**src/rtl/max7219_pkg.sv**
```systemverilog
// Shared definitions for the MAX7219 chain transmitter: register addresses
// and the transmitter state encoding.
package max7219_pkg;

  localparam logic [3:0] ADDR_NOOP         = 4'h0;
  localparam logic [3:0] ADDR_DIGIT0       = 4'h1;
  localparam logic [3:0] ADDR_DIGIT1       = 4'h2;
  localparam logic [3:0] ADDR_DIGIT2       = 4'h3;
  localparam logic [3:0] ADDR_DIGIT3       = 4'h4;
  localparam logic [3:0] ADDR_DIGIT4       = 4'h5;
  localparam logic [3:0] ADDR_DIGIT5       = 4'h6;
  localparam logic [3:0] ADDR_DIGIT6       = 4'h7;
  localparam logic [3:0] ADDR_DIGIT7       = 4'h8;
  localparam logic [3:0] ADDR_DECODE_MODE  = 4'h9;
  localparam logic [3:0] ADDR_INTENSITY    = 4'hA;
  localparam logic [3:0] ADDR_SCAN_LIMIT   = 4'hB;
  localparam logic [3:0] ADDR_SHUTDOWN     = 4'hC;
  localparam logic [3:0] ADDR_DISPLAY_TEST = 4'hF;

  typedef enum logic [2:0] {
    ST_IDLE,
    ST_SHIFT_LOW,
    ST_SHIFT_HIGH,
    ST_LOAD,
    ST_DONE
  } max7219_tx_state_t;

endpackage

```
**src/rtl/max7219_chain_tx.sv**
```systemverilog
// Serialises one 16-bit word per cascaded MAX7219 (farthest device first)
// and strobes LOAD once the whole chain has been shifted.
module max7219_chain_tx
  import max7219_pkg::*;
#(
  parameter int G_MATRIX_NB   = 8,
  parameter int G_CLK_DIV     = 4,
  parameter int G_LOAD_CYCLES = 2
) (
  input  logic                      clk,
  input  logic                      rst_n,
  input  logic                      i_frame_valid,
  input  logic [16*G_MATRIX_NB-1:0] i_frame_data,
  output logic                      o_frame_ready,
  output logic                      o_busy,
  output logic                      o_done,
  output logic                      o_max7219_clk,
  output logic                      o_max7219_din,
  output logic                      o_max7219_load
);

  localparam int W_FRAME = 16 * G_MATRIX_NB;
  localparam int W_BIT   = $clog2(W_FRAME);
  localparam int DIV_MAX = (G_CLK_DIV > G_LOAD_CYCLES) ? G_CLK_DIV : G_LOAD_CYCLES;
  localparam int W_DIV   = (DIV_MAX > 1) ? $clog2(DIV_MAX) : 1;

  localparam logic [W_BIT-1:0] BIT_TOP   = W_BIT'(W_FRAME - 1);
  localparam logic [W_DIV-1:0] DIV_LAST  = W_DIV'(G_CLK_DIV - 1);
  localparam logic [W_DIV-1:0] LOAD_LAST = W_DIV'(G_LOAD_CYCLES - 1);

  max7219_tx_state_t  r_state, w_state_nxt;
  logic [W_FRAME-1:0] r_shift, w_shift_nxt;
  logic [W_BIT-1:0]   r_bit,   w_bit_nxt;
  logic [W_DIV-1:0]   r_div,   w_div_nxt;
  logic               r_sclk, r_din, r_load, r_done, r_busy, r_ready;
  logic               w_shifting;

  always_comb begin
    // NOTE: every variable gets a default first so no path leaves one unassigned (no latches).
    w_state_nxt = r_state;
    w_shift_nxt = r_shift;
    w_bit_nxt   = r_bit;
    w_div_nxt   = r_div;
    unique case (r_state)
      ST_IDLE: begin
        if (i_frame_valid) begin
          w_state_nxt = ST_SHIFT_LOW;
          w_shift_nxt = i_frame_data;
          w_bit_nxt   = BIT_TOP;
          w_div_nxt   = '0;
        end
      end
      ST_SHIFT_LOW: begin
        if (r_div == DIV_LAST) begin
          w_div_nxt   = '0;
          w_state_nxt = ST_SHIFT_HIGH;
        end else begin
          w_div_nxt = r_div + 1'b1;
        end
      end
      ST_SHIFT_HIGH: begin
        if (r_div == DIV_LAST) begin
          w_div_nxt = '0;
          if (r_bit == '0) begin
            w_state_nxt = ST_LOAD;
          end else begin
            w_bit_nxt   = r_bit - 1'b1;
            w_shift_nxt = {r_shift[W_FRAME-2:0], 1'b0};
            w_state_nxt = ST_SHIFT_LOW;
          end
        end else begin
          w_div_nxt = r_div + 1'b1;
        end
      end
      ST_LOAD: begin
        if (r_div == LOAD_LAST) begin
          w_div_nxt   = '0;
          w_state_nxt = ST_DONE;
        end else begin
          w_div_nxt = r_div + 1'b1;
        end
      end
      ST_DONE: begin
        w_state_nxt = ST_IDLE;
        w_shift_nxt = '0;
      end
      default: w_state_nxt = ST_IDLE;
    endcase
  end

  // Outputs are registered from the next state so the serial pins come straight off flops.
  assign w_shifting = (w_state_nxt == ST_SHIFT_LOW) || (w_state_nxt == ST_SHIFT_HIGH);

  always_ff @(posedge clk) begin
    // NOTE: sequential state uses non-blocking assignments so all flops update together.
    if (!rst_n) begin
      r_state <= ST_IDLE;
      r_shift <= '0;
      r_bit   <= '0;
      r_div   <= '0;
      r_sclk  <= 1'b0;
      r_din   <= 1'b0;
      r_load  <= 1'b0;
      r_done  <= 1'b0;
      r_busy  <= 1'b0;
      r_ready <= 1'b1;
    end else begin
      r_state <= w_state_nxt;
      r_shift <= w_shift_nxt;
      r_bit   <= w_bit_nxt;
      r_div   <= w_div_nxt;
      r_sclk  <= (w_state_nxt == ST_SHIFT_HIGH);
      r_din   <= w_shifting & w_shift_nxt[W_FRAME-1];
      r_load  <= (w_state_nxt == ST_LOAD);
      r_done  <= (w_state_nxt == ST_DONE);
      r_busy  <= (w_state_nxt != ST_IDLE);
      r_ready <= (w_state_nxt == ST_IDLE);
    end
  end

  assign o_frame_ready  = r_ready;
  assign o_busy         = r_busy;
  assign o_done         = r_done;
  assign o_max7219_clk  = r_sclk;
  assign o_max7219_din  = r_din;
  assign o_max7219_load = r_load;

endmodule
```
**config.mk**
```make
export PLATFORM = sky130hd
export DESIGN_NAME = max7219_chain_tx
export DESIGN_NICKNAME = d
export VERILOG_FILES = /design/src/rtl/max7219_pkg.sv /design/src/rtl/max7219_chain_tx.sv
export SDC_FILE = /design/constraint.sdc
export NUM_CORES = 1
export LEC_CHECK = 0
export ABC_CLOCK_PERIOD_IN_PS = 2530
export BUFFER_PORTS_ARGS = -buffer_cell sky130_fd_sc_hd__buf_2
export CAP_MARGIN = 10
export CORE_UTILIZATION = 40
export CTS_BUF_LIST = sky130_fd_sc_hd__clkbuf_16
export DETAILED_ROUTE_END_ITERATION = 7
export PLACE_DENSITY = 0.65
export SYNTH_ARGS = -nofsm -noshare
export SYNTH_HDL_FRONTEND = slang
export SYNTH_SLANG_ARGS = --single-unit
```
**constraint.sdc**
```tcl
create_clock -name clk -period 2.53 [get_ports clk]
set_input_delay 0.253 -clock clk [delete_from_list [all_inputs] [get_ports clk]]
set_output_delay 0.253 -clock clk [all_outputs]
set_load 0.03 [all_outputs]
```
# Word level (Yosys, flattened, before mapping)
# Index checks and enable logic that the tools add are counted.
[word_totals]
out_inout_bits = 6
input_bits = 131
wordCells = 57
reg_bits = 146
[classes]
n_mux = 18
addsub = 2
n_reduce_logical = 12
eq_ne = 13
bitwise_logic = 1
[ops]
columns = ["op", "n"]
rows = [
  ["2-to-1 mux 128 bit", 3],
  ["case mux 128 bit (3 select lines)", 1],
  ["2-to-1 mux 7 bit", 3],
  ["case mux 7 bit (2 select lines)", 1],
  ["equality test 3 x 2 -> 1 bit (second input constant)", 4],
  ["2-to-1 mux 3 bit", 4],
  ["case mux 3 bit (4 select lines)", 1],
  ["nonzero test 3 bit", 3],
  ["2-to-1 mux 2 bit", 4],
  ["AND reduction 4 bit", 2],
  ["logical NOT 7 bit", 1],
  ["subtractor 7 x 1 -> 7 bit (second input constant)", 1],
  ["equality test 3 x 1 -> 1 bit (second input constant)", 2],
  ["equality test 3 bit (second input constant)", 2],
  ["logical NOT 3 bit", 2],
  ["!= test 2 bit (second input constant)", 3],
  ["case mux 2 bit (3 select lines)", 1],
  ["adder 2 x 1 -> 2 bit (second input constant)", 1],
  ["equality test 2 x 1 -> 1 bit (second input constant)", 1],
  ["equality test 2 bit (second input constant)", 1],
  ["AND reduction 2 bit", 1],
  ["nonzero test 2 bit", 1],
  ["OR reduction 2 bit", 1],
  ["bitwise AND 1 bit", 1],
  ["logical OR 1 bit", 1],
]

# Logic depth before layout (Yosys ltp)
[depth]
word_depth = 7
depth_mapped = 9

# Least setup slack after synthesis
# OpenSTA, ideal clock, no wires.
[synth_timing]
path_type = "register to register"
from = "register r_bit[3]"
to = "register r_shift[44]"
setup_ps = 128
stages_incl_launch_ff = 7
t_required_ps = 2402
path_buffers = 2
slack_ps = 708
arrival_time_ps = 1694
synth_period_minus_slack_ps = 1822
cell_sequence = "dfxtp_1 -> or3_4 -> o311a_4 -> buf_4 -> buf_6 -> a222oi_1 -> nor2_1"
[synth_between]
elab_chain_len = 3
[synth_rtl]
columns = ["element", "line_no", "source"]
rows = [
  ["start: declaration", "max7219_chain_tx.sv:33", "logic [W_BIT-1:0] r_bit, w_bit_nxt;"],
  ["start signal: assignment", "max7219_chain_tx.sv:110", "r_bit <= w_bit_nxt;"],
  ["logical NOT 7 bit", "max7219_chain_tx.sv:64", "if (r_bit == '0) begin"],
  ["!= test 2 bit (no line)", "-", ""],
  ["AND reduction 4 bit (no line)", "-", ""],
  ["end signal: assignment", "max7219_chain_tx.sv:109", "r_shift <= w_shift_nxt;"],
  ["end: declaration", "max7219_chain_tx.sv:32", "logic [W_FRAME-1:0] r_shift, w_shift_nxt;"],
]
# Every way passes these cells.
# A chain may end at the register's enable or synchronous reset.

# Worst setup path in the final report
[layout_timing]
from = "register r_state[1]"
to = "register r_shift[15]"
[layout_between]
elab_chain_len = 3
word_cells_on_any_way = 9
classes_between = "eq/ne (5); mux (1); reduce/logical (3)"
[layout_rtl]
columns = ["element", "line_no", "source"]
rows = [
  ["start: declaration", "max7219_chain_tx.sv:31", "max7219_tx_state_t r_state, w_state_nxt;"],
  ["start signal: assignment", "max7219_chain_tx.sv:108", "r_state <= w_state_nxt;"],
  ["equality test 3 x 2 -> 1 bit (tied with other cells)", "max7219_chain_tx.sv:44", "unique case (r_state)"],
  ["!= test 2 bit (no line) or nonzero test 3 bit (tied branches)", "-", ""],
  ["AND reduction 4 bit (no line)", "-", ""],
]
# Several ways; a longest one is shown, not always the timed one.

==> flow_metrics.py <==
metrics = {
    "run_status": {
        "status": "finished clean",
    },
    "pwr": {
        "power_density_nw_per_um2": 835,
        "ir_drop_uv": 430,
        "power.total_mw": 5.73,
        "p_leak_nw": 2.88,
    },
    "global_routing": {
        "grt_max_degree": 77,
        "grt_pass1_vias": 4630,
        "grt_usage_pct": 18.6,
        "overflow": 0,
        "antenna_found_initial": 2,
        "grt_first_pass_wirelength_um": 21400,
    },
    "layout": {
        "final_area_um2": 6860,
        "finalNetCount": 780,
        "area_delta_synth_final_pct": 23.2,
        "drive_gt1_share_pct": 27.5,
    },
    "clock_tree": {
        "clk_pin_slew_ns": 0.06,
        "clock_sinks": 146,
        "cts_hold_buf": 0,
        "post_cts_resized": 0,
        "h-tree-depth": 4,
        "post-cts-setup-buffer-count": 0,
        "tritoncts": "done",
        "cts_buffers": 17,
        "cts_root_buf": "clkbuf_16",
        "cts_buffer_depth": 2,
        "clock_latency_ns": 0.42,
    },
    "sta": {
        "fin_skew_ns": 0.00816,
        "maxSlewViolCount": 0,
        "period_minus_slack_ns": 2.21,
        "rsz0062_at_grt": "false",
        "min_period_over_period_pct": 87.5,
        "slew_headroom_pct": 51.4,
        "final-setup-viol-count": 0,
        "tightest_slew_ns": 0.729,
        "hold_viol": 0,
        "tns_ns": 0,
        "fmax_ghz": 0.452,
    },
    "route": {
        "wl_per_cell_um": 15.9,
        "first_iter_violations": 875,
        "drc": 0,
        "via_per_inst": 6.02,
        "routed_wirelength_um": 13300,
        "num_vias": 5028,
        "firstDrtPassIters": 8,
        "ant_nets": 0,
    },
    "placed_design": {
        "hpwlAfterDp_um": 8330,
        "place_area_um2": 6220,
        "gp_congestion": 0.771,
        "port_buffers": 136,
    },
    "synth": {
        "synth-edff-count": 0,
        "avgSynthCellArea_um2": 10.3,
        "synthArstFlopShare_pct": 0,
        "synth_area_um2": 5570,
        "synth_largest_area_cell": "dfxtp_1",
        "synth-main-ff-cell": "dfxtp_1",
        "ys_seq_area_share_pct": 52.5,
        "syn-num-nets": 678,
        "synthDistinctLibCells": 37,
        "ys_seq_elements": 146,
        "synthCells": 543,
        "synthTopCellsByArea": "dfxtp_1, a222oi_1, nor2_1",
        "synth_top_cell_area_share_pct": 52.5,
        "ys_warn_count": 0,
    },
    "critical_path": {
        "criticalPathCategory": "reg -> reg",
        "slowest_delay_ns": 0.58,
        "cpMaxStageDelayCell": "buf_4",
        "crit_required_ns": 2.89,
        "end_kind": "flip-flop",
        "path_cells": "nor3b_2 -> o311a_4 -> buf_4 -> a222oi_1 -> nor2_1",
        "start_kind": "flip-flop",
        "crit_fanout": 74,
        "critPathArrivalTime_ns": 2.57,
    },
    "min_path": {
        "hp-class": "in -> reg",
    },
    "die": {
        "die_area_um2": 14400,
        "initial_core_util_pct": 41.6,
        "ioPinCount": 137,
        "fp.coreArea_um2": 13400,
        "die_h_um": 120,
        "die_w_um": 120,
        "rows": 42,
    },
    "flow_run": {
        "maxCapViolations": 0,
    },
}
## kinds of logic (layout without fill, tap and decap cells)
kind of cell	after synthesis	in the layout	synth area share, %
compound gates	147	147	25.6
xor+xnor	6	6	0.943
fa+ha+maj	4	4	0.899
buf+inv	70	185	7.39
flops	146	146	52.5
mux	1	1	0.180
other cells	0	1	0
simple gates	169	169	12.5
## through the flow
step,instances,util (%),worst slack (ns),hold WS (ns)
final,835,51.2,0.315,0.0686
after CTS,834,51.2,0.346,0.0501
after global routing,834,51.2,0.173,0.0544
after global placement,802,46.4,0.434,0.477
after floorplan,543,-,0.708,0.401
after detailed placement,802,46.4,0.362,0.490
## routing by layer
metal | up-vias | part of all wire (%) | GRT usage (%)
met5 | - | 0.098 | 0
met2 | 211 | 46 | 28.8
li1 | 2370 | - | -
met3 | 25 | 9.3 | 6.27
met4 | 2 | 2.2 | 9.61
met1 | 2420 | 42 | 22.9
## cell usage after synthesis (4+ instances only)
| library cell | count |
|---|---|
| a21oi_1 | 5 |
| a222oi_1 | 127 |
| buf_1 | 9 |
| buf_4 | 15 |
| buf_6 | 12 |
| clkbuf_1 | 23 |
| dfxtp_1 | 146 |
| ha_1 | 4 |
| inv_1 | 8 |
| nand2_1 | 8 |
| nor2_1 | 139 |
| nor3_1 | 6 |
| nor4_1 | 4 |
| o21a_1 | 4 |
| xor2_1 | 5 |
## worst paths after layout
check | startpoint | slack [ns] | to | depth (start not counted)
max | r_state[1]$_SDFF_PN0_ | 0.32 | r_shift[15]$_SDFFE_PN0P_ | 5
min | i_frame_data[40] | 0.07 | r_shift[40]$_SDFFE_PN0P_ | 3
min reg2reg | r_bit[0]$_SDFFE_PN0P_ | 0.50 | r_bit[0]$_SDFFE_PN0P_ | 2
max reg2reg | r_state[1]$_SDFF_PN0_ | 0.32 | r_shift[15]$_SDFFE_PN0P_ | 5
## area by class of cell
type,count,area [µm²]
sequential,146,2920
inverter,9,36.3
multi-input combinational,327,2250
antenna,1,2.50
timing repair buffer,144,791
fill,1234,6540
clock inverter,15,216
clock buffer,17,425
tap,176,220
## registers in the layout, summed over array words and instances (netlist names)
signal          cells
o_busy              1
o_frame_ready       1
r_bit               7
r_shift           128
o_done              1
r_state             3
o_max7219_load      1
o_max7219_din       1
o_max7219_clk       1
r_div               2
## worst max-delay path: cells and delay by family (launching register included)
| kind | cells | cell delay (ns) |
|---|---|---|
| AOI/OAI and AO/OA | 2 | 0.54 |
| buffers and inverters | 1 | 0.58 |
| DFF | 1 | 0.52 |
| and+or+nand+nor | 2 | 0.47 |
## power by group
group | internal, mW | leakage, nW | total [mW] | switching (mW)
combinational | 0.247 | 1.37 | 0.523 | 0.276
sequential | 2.44 | 1.20 | 2.52 | 0.0798
clock | 1.74 | 0.308 | 2.69 | 0.951
## placed cells by master, fill, tap and decap left out, types with 3 or more instances in the layout
cell type   Yosys  routed
a21oi_1         5       5
ha_1            4       4
nand2_1         8       8
nor2_1        139     138
clkbuf_16       0      17
buf_2           2     136
dfxtp_1       146     146
buf_4          15       4
nor4_1          4       4
inv_1           8       9
bufinv_16       0       5
clkinv_4        0       3
a222oi_1      127     127
clkinvlp_4      0       3
nor3_1          6       6
buf_12          0       4
o21a_1          4       4
xor2_1          5       5
(Power assumes the default switching activity.)
